## src/rtl/mandelbrot_pixel_scheduler.sv

```systemverilog
// Raster-order pixel scheduler for the Mandelbrot calculator: generates Q15.16 coordinates,
// launches one calculation per pixel and streams each iteration count out on a valid/ready port.
module mandelbrot_pixel_scheduler #(
    parameter int H_RES = 640,
    parameter int V_RES = 480,
    parameter int XW    = 10,
    parameter int YW    = 9
) (
    input  logic          clk,
    input  logic          rst,
    input  logic          start,
    input  logic [31:0]   a_min,
    input  logic [31:0]   b_max,
    input  logic [31:0]   a_step,
    input  logic [31:0]   b_step,
    output logic          busy,
    output logic          frame_done,
    output logic [31:0]   calc_initial_a,
    output logic [31:0]   calc_initial_b,
    output logic          calc_en,
    input  logic          calc_ready,
    input  logic [15:0]   calc_iterations,
    output logic          pix_valid,
    input  logic          pix_ready,
    output logic [XW-1:0] pix_x,
    output logic [YW-1:0] pix_y,
    output logic [15:0]   pix_iter
);

    localparam logic [XW-1:0] X_LAST = XW'(H_RES - 1);
    localparam logic [YW-1:0] Y_LAST = YW'(V_RES - 1);

    typedef enum logic [2:0] {
        S_IDLE,
        S_ISSUE,
        S_WAIT_BUSY,
        S_WAIT_DONE,
        S_OUTPUT
    } state_t;

    state_t r_state;
    state_t w_nextState;

    logic [31:0]   r_aMin;
    logic [31:0]   r_aStep;
    logic [31:0]   r_bStep;
    logic [31:0]   r_curA;
    logic [31:0]   r_curB;
    logic [XW-1:0] r_x;
    logic [YW-1:0] r_y;
    logic [15:0]   r_iter;
    logic          r_busy;
    logic          r_frameDone;

    logic w_accept;
    logic w_handshake;
    logic w_lastX;
    logic w_lastY;

    // A start coinciding with the frame_done cycle is not treated as a new frame request.
    assign w_accept    = (r_state == S_IDLE) && start && !r_frameDone;
    assign w_handshake = (r_state == S_OUTPUT) && pix_ready;
    assign w_lastX     = (r_x == X_LAST);
    assign w_lastY     = (r_y == Y_LAST);

    assign busy           = r_busy;
    assign frame_done     = r_frameDone;
    assign calc_initial_a = r_curA;
    assign calc_initial_b = r_curB;
    assign pix_x          = r_x;
    assign pix_y          = r_y;
    assign pix_iter       = r_iter;

    always_ff @(posedge clk or negedge rst) begin
        if (!rst) begin
            r_state <= S_IDLE;
        end else begin
            r_state <= w_nextState;
        end
    end

    always_comb begin
        w_nextState = r_state;
        calc_en     = 1'b0;
        pix_valid   = 1'b0;
        case (r_state)
            S_IDLE: begin
                if (w_accept) begin
                    w_nextState = S_ISSUE;
                end
            end
            S_ISSUE: begin
                if (calc_ready) begin
                    calc_en     = 1'b1;
                    w_nextState = S_WAIT_BUSY;
                end
            end
            // Ready is still high in the launch cycle, so completion only counts after it drops.
            S_WAIT_BUSY: begin
                if (!calc_ready) begin
                    w_nextState = S_WAIT_DONE;
                end
            end
            S_WAIT_DONE: begin
                if (calc_ready) begin
                    w_nextState = S_OUTPUT;
                end
            end
            S_OUTPUT: begin
                pix_valid = 1'b1;
                if (pix_ready) begin
                    w_nextState = (w_lastX && w_lastY) ? S_IDLE : S_ISSUE;
                end
            end
            default: begin
                w_nextState = S_IDLE;
            end
        endcase
    end

    // Coordinates only move on a pixel handshake, keeping them stable for the whole calculation.
    always_ff @(posedge clk or negedge rst) begin
        if (!rst) begin
            r_aMin      <= '0;
            r_aStep     <= '0;
            r_bStep     <= '0;
            r_curA      <= '0;
            r_curB      <= '0;
            r_x         <= '0;
            r_y         <= '0;
            r_iter      <= '0;
            r_busy      <= 1'b0;
            r_frameDone <= 1'b0;
        end else begin
            r_frameDone <= 1'b0;
            if (w_accept) begin
                r_aMin  <= a_min;
                r_aStep <= a_step;
                r_bStep <= b_step;
                r_curA  <= a_min;
                r_curB  <= b_max;
                r_x     <= '0;
                r_y     <= '0;
                r_busy  <= 1'b1;
            end
            if ((r_state == S_WAIT_DONE) && calc_ready) begin
                r_iter <= calc_iterations;
            end
            if (w_handshake) begin
                if (!w_lastX) begin
                    r_x    <= r_x + XW'(1);
                    r_curA <= r_curA + r_aStep;
                end else if (!w_lastY) begin
                    r_x    <= '0;
                    r_curA <= r_aMin;
                    r_y    <= r_y + YW'(1);
                    r_curB <= r_curB - r_bStep;
                end else begin
                    r_frameDone <= 1'b1;
                    r_busy      <= 1'b0;
                end
            end
        end
    end

endmodule

```

## config.mk

```make
export PLATFORM = sky130hd
export DESIGN_NAME = mandelbrot_pixel_scheduler
export DESIGN_NICKNAME = d
export VERILOG_FILES = /design/src/rtl/mandelbrot_pixel_scheduler.sv
export SDC_FILE = /design/constraint.sdc
export NUM_CORES = 1
export LEC_CHECK = 0
export CAP_MARGIN = 10
export CORE_ASPECT_RATIO = 1.75
export CORE_MARGIN = 2
export CORE_UTILIZATION = 55
export DETAILED_ROUTE_END_ITERATION = 6
export GPL_TIMING_DRIVEN = 1
export PLACE_DENSITY = 0.95
export SLEW_MARGIN = 15
export SYNTH_ARGS = -nofsm -noshare
export SYNTH_HDL_FRONTEND = slang
export SYNTH_SLANG_ARGS = --single-unit
```

## constraint.sdc

```tcl
create_clock -name clk -period 8.1 [get_ports clk]
set_clock_uncertainty 0.1 [all_clocks]
set_input_delay 0.81 -clock clk [delete_from_list [all_inputs] [get_ports clk]]
set_output_delay 0.81 -clock clk [all_outputs]
set_load 0.01 [all_outputs]
```

; ---- Word-level counts from Yosys, hierarchy flattened
; Index checks and enable logic that the tools add are counted.
[word_totals]
ff_bits = 200
in_bits = 149
out_inout_bits = 103
wordCells = 67
[op_classes]
add_sub_neg = 4
eq_ne = 11
muxes = 33
n_reduce_logical = 8
[ops]
columns = cell, n
row1 = 32-bit 2-to-1 mux, 8
row2 = 10-bit 2-to-1 mux, 4
row3 = 9-bit 2-to-1 mux, 4
row4 = 32-bit adder, 1
row5 = 32-bit subtractor, 1
row6 = 3-bit 2-to-1 mux, 5
row7 = 3-bit one-hot mux with 5 select lines, 1
row8 = 1-bit 2-to-1 mux, 11
row9 = 10-bit by 1-bit adder with 10-bit output (second input constant), 1
row10 = 10-bit == test (second input constant), 1
row11 = 2-bit inequality test (second input constant), 5
row12 = 9-bit by 1-bit adder with 9-bit output (second input constant), 1
row13 = 9-bit == test (second input constant), 1
row14 = 3-bit by 2-bit == test with 1-bit output (second input constant), 2
row15 = 1-bit logical AND, 5
row16 = 5-bit AND reduction, 1
row17 = 3-bit by 1-bit == test with 1-bit output (second input constant), 1
row18 = 3-bit == test (second input constant), 1
row19 = 3-bit zero test, 1
row20 = 1-bit zero test, 1

; ---- Logic depth before layout (Yosys ltp)
[logic_depth]
ltp_word = 7
ltp_mapped = 12

; ---- Worst setup path after synthesis
; Ideal clock, no wire load.
[synth_timing]
kind = flip-flop to flip-flop
start = register r_curA[0], in the netlist calc_initial_a[0]
end = register r_curA[24], in the netlist calc_initial_a[24]
arrival_time_ps = 2685
required_time_ps = 7858
path_slack_ps = 5173
path_stages_with_launch = 12
period_less_slack_ps = 2927
path_cell_list = dfrtp_1 -> ha_1 -> fa_1 -> a211oi_1 -> o21a_1 -> nor3b_2 -> o31ai_4 -> o21ai_2 -> a2111oi_4 -> nor3_1 -> xnor2_1 -> o2111ai_1
[synth_via]
elab_chain_cells = 3
[synth_lines]
columns = element, line_no
row1 = "start, declared", 47  ; logic [31:0] r_curA;
row2 = "start signal, assigned", 140  ; r_curA <= a_min;
row3 = "start signal, assigned", 152  ; r_curA <= r_curA + r_aStep;
row4 = "start signal, assigned", 155  ; r_curA <= r_aMin;
row5 = 32-bit adder, 152
row6 = 32-bit 2-to-1 mux, 150  ; if (!w_lastX) begin
row7 = 32-bit 2-to-1 mux, 149  ; if (w_handshake) begin
; No other way between the ends.
; A chain may end at the register's enable or synchronous reset.

; ---- Worst setup path in the final report
[layout_timing]
start = input port start
end = register r_curA[31], in the netlist calc_initial_a[31]
[layout_via]
elab_chain_cells = 6
[layout_lines]
columns = element, line_no
row1 = "start, declared", 11  ; input logic start,
row2 = 1-bit logical AND * (2 in a row), 61  ; assign w_accept = (r_state == S_IDLE) && start && !r_frameDone;
row3 = 32-bit 2-to-1 mux *, 136  ; if (w_accept) begin
row4 = 32-bit 2-to-1 mux, 153  ; end else if (!w_lastY) begin
row5 = 32-bit 2-to-1 mux, 150
row6 = 32-bit 2-to-1 mux *, 149
; Mark *: on every way between the ends. The rest lies on a longest branch, timed or not.

==> results by group <==
Setup path
  • Slowest stage cell, crit path: buf_4
  • Setup Crit Path Kind: input pin to register
  • Worst path cell trace: clkdlybuf4s50_1 -> and3_4 -> buf_4 -> nor2_2 -> buf_4 -> a221oi_1 -> o211ai_1
  • Startpoint Class: input pin
  • CP bufs+invs: 3
  • Worst Setup End Kind: register
  • CP Depth: 7
  • CP Max Fanout: 79
  • Most frequent CP cell: buf_4
  • Crit-path leading delay family: buffers and inverters
  • Worst EP required: 8320 ps
  • Peak per-stage delay on the critical path: 740 ps
  • Critical path arrival: 3870 ps
  • Cell count of the worst reg-to-reg path: 7

Power and ir drop
  • Tot Pwr: 0.00634 W
  • Clock power frac: 0.137
  • PwrDens: 436 mW/mm^2
  • Net Sw Frac: 0.441
  • Combinational share of power: 0.585
  • Net Switching: 0.00280 W
  • Sequential share of power: 0.277
  • Int Pwr: 0.00354 W
  • Leakage dissipation: 6.52 nW
  • Worst VDD drop: 0.259 mV

Finish
  • ANT cells: 0
  • Layout cells sized above 1: 0.0509
  • Syn-to-layout area delta: 29.2%
  • Post-Layout Cell Count: 1762
  • Final nets: 1716

Placement
  • Routability Congestion: 0.995
  • Post-detail-place hpwl: 24200 um
  • Port Buffer Count: 251
  • Placed cell count: 1730

Route
  • Residual DRC count: 0
  • Vias/cell: 6.06
  • Initial DRT Pass Iterations: 5
  • WL per Instance: 19.0 um
  • Final ANT Viol Nets: 0
  • Total number of vias: 10700
  • Number of DRC markers in iteration 0: 701
  • DRT Wirelength: 33400 um

STA
  • Setup TNS: 0 ps
  • Slew Viols, Final: 0
  • Worst Max-Slew Pin Slew: 1000 ps
  • Final setup violation count: 0
  • RSZ-0062 raised after global routing: false
  • Max frequency: 274 MHz
  • Tcrit/Tclk final: 0.450
  • Final min period: 3650 ps
  • Slew headroom: 0.332
  • Final hold violation count: 0

CTS
  • Post-cts resize count: 0
  • CTS Hold Bufs: 0
  • Clk buf depth: 2
  • Later-pin clock latency in the skew report: 460 ps
  • Clock sinks: 200
  • Cts bufs inserted: 17
  • Clock Tree Root: clkbuf_16
  • Setup bufs post-CTS: 0
  • # H-tree levels: 4
  • CTS clk-pin slew, worst paths: 70 ps
  • CTS tree: yes

Flow run
  • Max-cap viol count: 0

Die
  • IO Pins: 252
  • Die W: 112 um
  • Starting Density: 0.557
  • Rows: 69
  • Core ar.: 0.0202 mm^2
  • Die height: 193 um
  • DIE AREA: 0.0217 mm^2

Synthesis
  • Post-synth top flop: dfrtp_1
  • Seq/Total Area, Yosys: 0.445
  • Gate Count Post-Synth: 1277
  • Synth async-reset ratio: 1.00
  • Mapped Avg Cell Area: 8.81 um^2
  • Post-synth EDFFs: 0
  • Post-Syn Area: 0.0113 mm^2
  • Netlist cell types: 71
  • Synth Net Count: 1492
  • Syn. warnings: 0
  • Synth Register Bits: 200

Global route
  • Initial antenna violation count: 1
  • GRT Overall Usage: 0.306
  • Remaining Overflow, GRT: 0
  • Number of global-route vias before repair: 11000
  • First-pass GRT wire length: 53700 um
  • Largest net degree at the start of global routing: 124

Hold path
  • Type of the tightest min-delay check: register to register
  • Worst Hold Depth: 2

Run status
  • Status: completed
==> final cells by class <==
class                           count  area, um^2
Sequential cell                   200        5000
Clock inverter                     12         144
Inverter                           46         173
Multi-Input combinational cell    976        5880
Fill cell                        1445        5660
Tap cell                          248         310
Clock buffer                       20         447
Timing Repair Buffer              260        2580
==> per-stage QoR <==
stage,util,cell area [um^2],worst slack [ps],hold WS (ps)
final,0.720,14500,4450,380
after global routing,0.720,14500,4240,403
after CTS,0.720,14500,4470,380
after detailed placement,0.690,13900,3990,359
after global placement,0.690,13900,4160,353
after floorplan,-,11300,5170,339
==> registers in the layout, indices dropped and copies added (netlist names) <==
| signal | cells |
|---|---|
| pix_iter | 16 |
| calc_initial_b | 32 |
| r_state | 3 |
| r_bStep | 32 |
| r_aMin | 32 |
| pix_x | 10 |
| calc_initial_a | 32 |
| pix_y | 9 |
| frame_done | 1 |
| busy | 1 |
| r_aStep | 32 |
==> cells in the mapped netlist (3+ instances only) <==
cell	instances	area, um^2
a211oi_1	6	45.0
a21o_1	19	143
a21oi_1	86	430
a221o_1	5	50.1
a221oi_1	9	78.8
a22o_1	3	26.3
a22oi_1	9	67.6
a31oi_1	7	43.8
and3_1	9	56.3
buf_1	8	30.0
buf_2	7	35.0
clkbuf_1	39	146
dfrtp_1	200	5000
ha_1	64	801
inv_1	45	169
mux2_2	16	180
mux2i_1	3	30.0
nand2_1	329	1230
nand2b_1	8	50.1
nand3_1	26	130
nand4_1	14	87.6
nor2_1	48	180
nor2b_1	9	56.3
nor3_1	21	105
o2111ai_1	8	70.1
o211ai_1	7	52.6
o21a_1	11	82.6
o21ai_0	94	470
o21ai_1	15	75.1
o21bai_1	12	90.1
o22ai_1	19	119
o31a_1	4	35.0
o31ai_1	11	82.6
or3_1	6	37.5
or4_1	3	22.5
xnor2_1	27	236
xor2_1	24	210
==> placed cells by master (no fill, tap or decap), types with 9 or more instances in the layout <==
cell and count:
a21oi_1 86, nand4_1 14, nor2_1 47, o21ai_1 15, dfrtp_1 200, o21a_1 11, o31ai_1 11, inv_1 45
nand2_1 329, xnor2_1 27, clkbuf_16 17, clkdlybuf4s50_1 250, a22oi_1 9, o22ai_1 19, o21ai_0 94, a221oi_1 9
nand3_1 25, ha_1 64, xor2_1 24, buf_4 9, nor3_1 20, mux2_2 16, nor2b_1 9, o21bai_1 12
a21o_1 19
==> layer usage <==
metal | vias to the layer above | track usage | part of all wire
met5 | - | 0 | 0.00039
met2 | 504 | 0.569 | 0.54
met3 | 112 | 0.0558 | 0.064
met4 | 2 | 0.153 | 0.045
li1 | 4916 | - | -
met1 | 5142 | 0.326 | 0.35
==> cells by family after synthesis <==
group,share of synthesized area
adder cells (fa/ha/maj),0.0747
buffers and inverters,0.0351
flip-flops,0.445
AO/OA/AOI/OAI,0.200
multiplexers,0.0187
XOR/XNOR,0.0397
AND/OR/NAND/NOR,0.186
==> path summary, 6_finish.rpt <==
kind | startpoint | endpoint | slack (ps)
worst max-delay path | start | calc_initial_a[31] | 4450
worst min-delay path | r_aMin[15] | r_aMin[15] | 380
worst max register to register | r_state[1] | calc_initial_a[31] | 4470
worst min register to register | r_aMin[15] | r_aMin[15] | 380
max in group asynchronous | rst | r_bStep[31] | 5840
min in group asynchronous | rst | r_bStep[30] | 400
==> power by group through the flow <==
stage | logic, W | registers (W) | clock network [W]
after detailed placement | 0.00364 | 0.00176 | 0
final | 0.00371 | 0.00176 | 0.000871
after CTS | 0.00368 | 0.00175 | 0.000878
after floorplan | 0.00248 | 0.00176 | 0
after global routing | 0.00408 | 0.00180 | 0.000913
after global placement | 0.00351 | 0.00174 | 0
==> worst register-to-register path: cells and delay by family, from the launching register on <==
kind                   cells  cell delay [ps]
AND/OR/NAND/NOR            3             1420
buffers and inverters      2             1060
AO/OA/AOI/OAI              2              520
flip-flops                 1              420
Note: power is estimated with default switching activity, not from simulation.
